[src/rtl/touch_poll_sequencer.sv]
// Periodic touch-panel poller: issues an X then a Y conversion command to an SPI
// controller, range-checks both results and publishes the accepted coordinate pair.
package touch_poll_pkg;
  typedef enum logic [1:0] {
    WRITE_8         = 2'd0,
    WRITE_16        = 2'd1,
    WRITE_8_READ_8  = 2'd2,
    WRITE_8_READ_16 = 2'd3
  } spi_transaction_t;
endpackage

module touch_poll_sequencer
  import touch_poll_pkg::*;
#(
  parameter int          POLL_TICKS    = 100000,
  parameter int          TIMEOUT_TICKS = 4096,
  parameter logic [7:0]  CMD_X         = 8'hD0,
  parameter logic [7:0]  CMD_Y         = 8'h90,
  parameter logic [11:0] EDGE_MIN      = 12'd64
) (
  input  logic             clk,
  input  logic             rst,
  input  logic             ena,
  output spi_transaction_t spi_mode,
  output logic [15:0]      spi_i_data,
  input  logic             spi_i_ready,
  input  logic             spi_o_valid,
  input  logic [23:0]      spi_o_data,
  output logic [11:0]      x,
  output logic [11:0]      y,
  output logic             touched,
  output logic             sample_valid,
  output logic             busy,
  output logic             err
);

  localparam int POLL_W = $clog2(POLL_TICKS + 1);
  localparam int WAIT_W = $clog2(TIMEOUT_TICKS + 1);
  localparam logic [POLL_W-1:0] POLL_LAST = POLL_W'(POLL_TICKS - 1);
  localparam logic [WAIT_W-1:0] WAIT_LAST = WAIT_W'(TIMEOUT_TICKS - 1);
  localparam logic [11:0]       EDGE_MAX  = 12'd4095 - EDGE_MIN;

  typedef enum logic [2:0] {
    S_IDLE, S_ISSUE_X, S_WAIT_X, S_ISSUE_Y, S_WAIT_Y, S_PUBLISH, S_ERROR
  } state_t;

  state_t              state_reg, state_next;
  logic [POLL_W-1:0]   poll_ctr_reg, poll_ctr_next;
  logic [WAIT_W-1:0]   wait_ctr_reg, wait_ctr_next;
  logic [11:0]         raw_reg [2];
  logic [11:0]         x_reg, y_reg;
  logic                touched_reg, sample_valid_reg, err_reg;
  logic                capture_x, capture_y, publish, set_err;
  logic [1:0]          ch_ok;
  logic                in_range;
  logic                unused_spi_bits;

  // Only the 12-bit conversion result in [14:3] carries information.
  assign unused_spi_bits = ^{spi_o_data[23:15], spi_o_data[2:0]};

  for (genvar gi = 0; gi < 2; gi++) begin : g_range
    assign ch_ok[gi] = (raw_reg[gi] >= EDGE_MIN) && (raw_reg[gi] <= EDGE_MAX);
  end
  assign in_range = &ch_ok;

  always_comb begin
    state_next    = state_reg;
    poll_ctr_next = '0;
    wait_ctr_next = '0;
    spi_i_data    = 16'h0000;
    capture_x     = 1'b0;
    capture_y     = 1'b0;
    publish       = 1'b0;
    set_err       = 1'b0;
    case (state_reg)
      S_IDLE: begin
        if (ena) begin
          if (poll_ctr_reg == POLL_LAST) state_next = S_ISSUE_X;
          else poll_ctr_next = poll_ctr_reg + POLL_W'(1);
        end
      end
      S_ISSUE_X: begin
        if (spi_i_ready) begin
          spi_i_data = {CMD_X, 8'h00};
          state_next = S_WAIT_X;
        end
      end
      S_WAIT_X: begin
        wait_ctr_next = wait_ctr_reg + WAIT_W'(1);
        if (spi_o_valid) begin
          capture_x  = 1'b1;
          state_next = S_ISSUE_Y;
        end else if (wait_ctr_reg == WAIT_LAST) begin
          set_err    = 1'b1;
          state_next = S_ERROR;
        end
      end
      S_ISSUE_Y: begin
        if (spi_i_ready) begin
          spi_i_data = {CMD_Y, 8'h00};
          state_next = S_WAIT_Y;
        end
      end
      S_WAIT_Y: begin
        wait_ctr_next = wait_ctr_reg + WAIT_W'(1);
        if (spi_o_valid) begin
          capture_y  = 1'b1;
          state_next = S_PUBLISH;
        end else if (wait_ctr_reg == WAIT_LAST) begin
          set_err    = 1'b1;
          state_next = S_ERROR;
        end
      end
      S_PUBLISH: begin
        publish    = 1'b1;
        state_next = S_IDLE;
      end
      S_ERROR: begin
        if (!ena) state_next = S_IDLE;
      end
      default: state_next = S_IDLE;
    endcase
  end

  always_ff @(posedge clk) begin
    if (rst) begin
      state_reg        <= S_IDLE;
      poll_ctr_reg     <= '0;
      wait_ctr_reg     <= '0;
      raw_reg[0]       <= '0;
      raw_reg[1]       <= '0;
      x_reg            <= '0;
      y_reg            <= '0;
      touched_reg      <= 1'b0;
      sample_valid_reg <= 1'b0;
      err_reg          <= 1'b0;
    end else begin
      state_reg        <= state_next;
      poll_ctr_reg     <= poll_ctr_next;
      wait_ctr_reg     <= wait_ctr_next;
      sample_valid_reg <= publish;
      if (capture_x) raw_reg[0] <= spi_o_data[14:3];
      if (capture_y) raw_reg[1] <= spi_o_data[14:3];
      if (publish) touched_reg <= in_range;
      // Out-of-range pairs still report touched=0 but keep the last good position.
      if (publish && in_range) begin
        x_reg <= raw_reg[0];
        y_reg <= raw_reg[1];
      end
      if (set_err) err_reg <= 1'b1;
    end
  end

  assign spi_mode     = WRITE_8_READ_16;
  assign x            = x_reg;
  assign y            = y_reg;
  assign touched      = touched_reg;
  assign sample_valid = sample_valid_reg;
  assign err          = err_reg;
  assign busy         = (state_reg != S_IDLE) && (state_reg != S_ERROR);

endmodule
[config.mk]
export PLATFORM = sky130hd
export DESIGN_NAME = touch_poll_sequencer
export DESIGN_NICKNAME = d
export VERILOG_FILES = /design/src/rtl/touch_poll_sequencer.sv
export SDC_FILE = /design/constraint.sdc
export NUM_CORES = 1
export LEC_CHECK = 0
export ABC_AREA = 1
export CORE_AREA = 3 3 98 90
export CTS_CLUSTER_SIZE = 12
export DETAILED_ROUTE_END_ITERATION = 10
export DIE_AREA = 0 0 101 93
export PLACE_DENSITY_LB_ADDON = 0.15
export SLEW_MARGIN = 20
export SYNTH_ARGS = -nofsm -noshare
export SYNTH_HDL_FRONTEND = slang
export SYNTH_SLANG_ARGS = --single-unit
[constraint.sdc]
create_clock -name clk -period 1.9 [get_ports clk]
set_clock_uncertainty 0.05 [all_clocks]
set_input_delay 0.285 -clock clk [delete_from_list [all_inputs] [get_ports clk]]
set_output_delay 0.285 -clock clk [all_outputs]
set_load 0.005 [all_outputs]
# [Yosys cells after proc, flatten, opt, wreduce, memory -nomap -nowiden]
# Memory sizes are Yosys's and may differ from the RTL's.
# Cells that the tools add are included.
[totals] register_bits=60 ramBits=24 inputBits=29 memories=1
[op_classes] add_sub_neg=2 order_cmp=4 eq_ne=14 n_mux=29 n_bitwise=5 n_reduce_logical=11
[memory_table] name="raw_reg" depth=2 word_bits=12 rd=2 rd_ports_with_merged_regs=0 write_ports=2 line="50" text="logic [11:0] raw_reg [2];"
[ops] op="$mux W16" n=2
[ops] op="$pmux W16 S2" n=1
[ops] op="$ge A12 B7 Y1 const B" n=2
[ops] op="$le A12 B12 Y1 const B" n=2
[ops] op="$mux W12" n=2
[ops] op="$mux W3" n=8
[ops] op="$pmux W3 S6" n=1
[ops] op="$add A17 B1 Y17 const B" n=1
[ops] op="$eq A17 B17 Y1 const B" n=1
[ops] op="$mux W1" n=15
[ops] op="$add A13 B1 Y13 const B" n=1
[ops] op="$eq A13 B12 Y1 const B" n=1
[ops] op="$ne A2 B2 Y1 const B" n=5
[ops] op="$eq A3 B3 Y1 const B" n=3
[ops] op="$eq A3 B2 Y1 const B" n=2
[ops] op="$reduce_and A5 Y1" n=1
[ops] op="$logic_and A1 B1 Y1" n=4
[ops] op="$reduce_or A2 Y1" n=2
[ops] op="$reduce_or A4 Y1" n=1
[ops] op="$eq A3 B1 Y1 const B" n=1
[ops] op="$logic_not A3 Y1" n=1
[ops] op="$ne A3 B3 Y1 const B" n=1
[ops] op="$not A1 Y1" n=3
[ops] op="$reduce_bool A3 Y1" n=1
[ops] op="2 further kinds" n=3

# [Longest topological paths before layout]
# Gate-level depths: netlist of the first run.
[logic_depth] depth_word=6 mapped_depth=11

# [Least setup slack after synthesis of the first run]
# OpenSTA, ideal clock, no wires.
[synth_timing] path_kind="reg-to-reg" startpoint="reg state_reg[1]" endpoint="mem raw_reg[1][0] (netlist: raw_reg[0][12]) (enable)" arrival_ns=1.015 t_required_ns=1.500 path_slack_ns=0.485 path_stages_with_launch=6 path_cell_list="dfxtp_1 > nor2_1 > nand2_1 > inv_1 > nand2_1 > nand2_1"
[synth_rtl] item="start, declared" line="47" text="state_t state_reg, state_next;"
[synth_rtl] item="start signal, assigned" line="138" text="state_reg <= state_next;"
[synth_rtl] item="end, declared" line="50"

# [Worst setup path in the final report of the first run]
[layout_timing] startpoint="reg state_reg[1]" endpoint="out spi_i_data[12]"
[layout_between] elab_chain_len=2
[layout_lines] item="$eq A3 B2 Y1 / $eq A3 B1 Y1 (equally long branches)" line="75" text="case (state_reg)"
[layout_lines] item="$pmux W16 S2 (*)" line="75"
[layout_lines] item="end, declared" line="25" text="output logic [15:0] spi_i_data,"
# Every way passes the cells marked *; elsewhere a longest branch is shown, timed or not.

==> impl_metrics.yaml, run 1 <==
synthesis:
  ys_ff_latch: 84
  synth.avg_cell_area_um2: 8.34
  yosysSeqAreaShare: 0.533
  synth_cells: 432
  ys_types: 33
  syn-cell-area_um2: 3600
  yosysWarnings: 0
setup_path:
  worstSetupPathType: "reg2out"
  r2r_slack_ns: 0.25
  startpoint_type: "register"
  cp.arrival_ns: 1.40
  path_max_fanout: 4
  cp.required_ns: 1.56
  worstSetupEndpointType: "output pin"
global_routing:
  grt_pass1_wl_mm: 11.4
  grt-ovfl-total: 0
  antenna_found_initial: 0
  grt_pass1_vias: 2597
  globalRouteTotalUtil: 0.151
  grt_max_degree: 27
sta:
  hold_slack_ns: 0.402
  finalSetupTns_ns: 0
  max_freq_ghz: 0.575
  setup_violations: 0
  rsz0062_at_grt: "false"
  drv_slew: 0
  period_share: 0.916
  hold_viol: 0
  worst_slack_ns: 0.160
  fin_crit_ns: 1.74
clock_network:
  cts_made_buffers: 9
  clkLatencyLatePin_ns: 0.35
  clk_pin_slew_ns: 0.09
  htree_levels: 3
  cts.sinks: 84
  ctsHoldBuffers: 0
  clock-root-buffer: "clkbuf_8"
  cts_tree: "built"
  cts_max_path_buffers: 2
min_path:
  min_path_type: "reg2reg"
detailed_routing:
  vias: 2738
  wirelength_mm: 6.87
  first_iter_violations: 54
  antenna_left: 0
  dr.pass1.iters: 4
  vias_per_cell: 4.64
  post_drt_wl_per_cell_um: 11.6
  post-route-drc-count: 0
cells_and_area:
  final_nets: 517
  fill_cells: 772
  area_growth_pct: 22.1
  diodes: 0
  multi_input_comb_area_um2: 1370
  register_area_um2: 1930
  drive_above_1_share: 0.0978
  largest_reg_flops: 24
die:
  die_w_um: 101
  die_area_um2: 9390
  io_pins: 75
  core-area_um2: 7990
  std_cell_rows: 31
  start_util: 0.451
  dieHeight_um: 93
placed_design:
  gp_congestion: 0.819
  io_buffers: 47
  pre_cts_slack_ns: 0.0498
  dp_hpwl_mm: 5.16
power_and_ir_drop:
  ir_worst_vdd_mv: 0.465
  p_total_mw: 3.38
  powerDensity_nw_per_um2: 769
  p_leak_nw: 1.71
run:
  maxCapViolCount: 0
run_status:
  outcome: "complete, no violations"
[area by class of cell]
class / instances / area share
clock inverters: 7 / 0.0225
repair buffers: 54 / 0.124
inverters: 53 / 0.0475
clock buffers: 9 / 0.0281
multi-input cells: 284 / 0.310
flip-flops and latches: 84 / 0.439
well taps: 99 / 0.0281
[cells by family (layout without fill, tap and decap cells)]
kind of cell	Yosys count	count (layout)	share of synthesized area
DFF	84	84	0.533
other	2	15	0.00208
AOI/OAI and AO/OA	56	56	0.0830
buffers and inverters	77	123	0.107
xor gates and xnor gates	8	8	0.0194
and+or+nand+nor	203	203	0.248
adders and majority gates	2	2	0.00694
[placed cells by master (no fill, tap or decap), types with 13 or more instances in the layout]
cell type        netlist  layout
conb_1                 2      15
o21ai_1               20      20
a21oi_1               19      18
nor2_1               109     108
clkdlybuf4s50_1        0      43
o21ai_0               13      13
edfxtp_1              24      24
nand2_1               48      47
nand3_1               14      13
inv_1                 48      48
dfxtp_1               60      57
[cell usage after synthesis (all sizes together)]
cell,count,area share
buf,22,0.049
conb,2,0.0021
xnor2,2,0.0049
a21oi,20,0.031
edfxtp,24,0.20
xor2,6,0.015
or2,2,0.0035
nand3,14,0.019
o21ai,33,0.046
nor2,113,0.12
inv,52,0.054
dfxtp,60,0.33
nand2,52,0.058
clkbuf,2,0.0021
clkinv,1,0.0024
o21a,1,0.0021
nor3b,4,0.0083
nor3,7,0.013
o31ai,1,0.0021
a211oi,1,0.0021
ha,2,0.0069
nand4,11,0.021
[routing by layer]
metal	share of wire	vias to the layer above	track usage
met2	0.46	46	0.238
met4	0.014	0	0.0598
met5	0	-	0
li1	-	1456	-
met1	0.49	1226	0.202
met3	0.039	10	0.0328
[worst paths after layout]
kind                   startpoint  depth (start not counted)         endpoint
setup / recovery     state_reg[1]                          5   spi_i_data[12]
hold / removal    wait_ctr_reg[0]                          1  wait_ctr_reg[0]
setup reg to reg   raw_reg[0][21]                          8             x[3]
hold reg to reg   wait_ctr_reg[0]                          1  wait_ctr_reg[0]
[timing repair]
action | in CTS | in global routing
endpoints found under the setup margin | 4 | 1
buffers inserted | 1 | 0
gates resized for setup | 15 | 2
pin swaps | 1 | 0
[power breakdown]
part | switching (mW) | leakage (nW) | internal, mW
Combinational | 0.0620 | 0.865 | 0.0572
Clock | 0.650 | 0.110 | 0.749
Sequential | 0.0134 | 0.733 | 1.85
Total | 0.726 | 1.71 | 2.66
[critical path, stage by stage (launching register included)]
cell,delay (ns)
dfxtp_4,0.40
inv_4,0.06
nor2_4,0.11
nand2_1,0.09
a21oi_2,0.14
dlygate4sd2_1,0.25
[through the flow]
step                 util  std cells  instance area (um^2)
floorplan               -        445                  3650
global placement    0.517        573                  4130
detailed placement  0.517        573                  4130
CTS                 0.550        590                  4400
global route        0.551        590                  4400
finish              0.551        590                  4400
Power figures use the tool's default switching activity.
==> run 2, diff against run 1 <==
--- a/config.mk
+++ b/config.mk
@@ -7,9 +7,11 @@
 export LEC_CHECK = 0
 export ABC_AREA = 1
 export CORE_AREA = 3 3 98 90
+export CTS_CLUSTER_DIAMETER = 200
 export CTS_CLUSTER_SIZE = 12
 export DETAILED_ROUTE_END_ITERATION = 10
 export DIE_AREA = 0 0 101 93
+export HOLD_SLACK_MARGIN = 0.05
 export PLACE_DENSITY_LB_ADDON = 0.15
 export SLEW_MARGIN = 20
 export SYNTH_ARGS = -nofsm -noshare
==> results of run 2 <==
The final DEF is identical to that of run 1; final timing and power are the same.
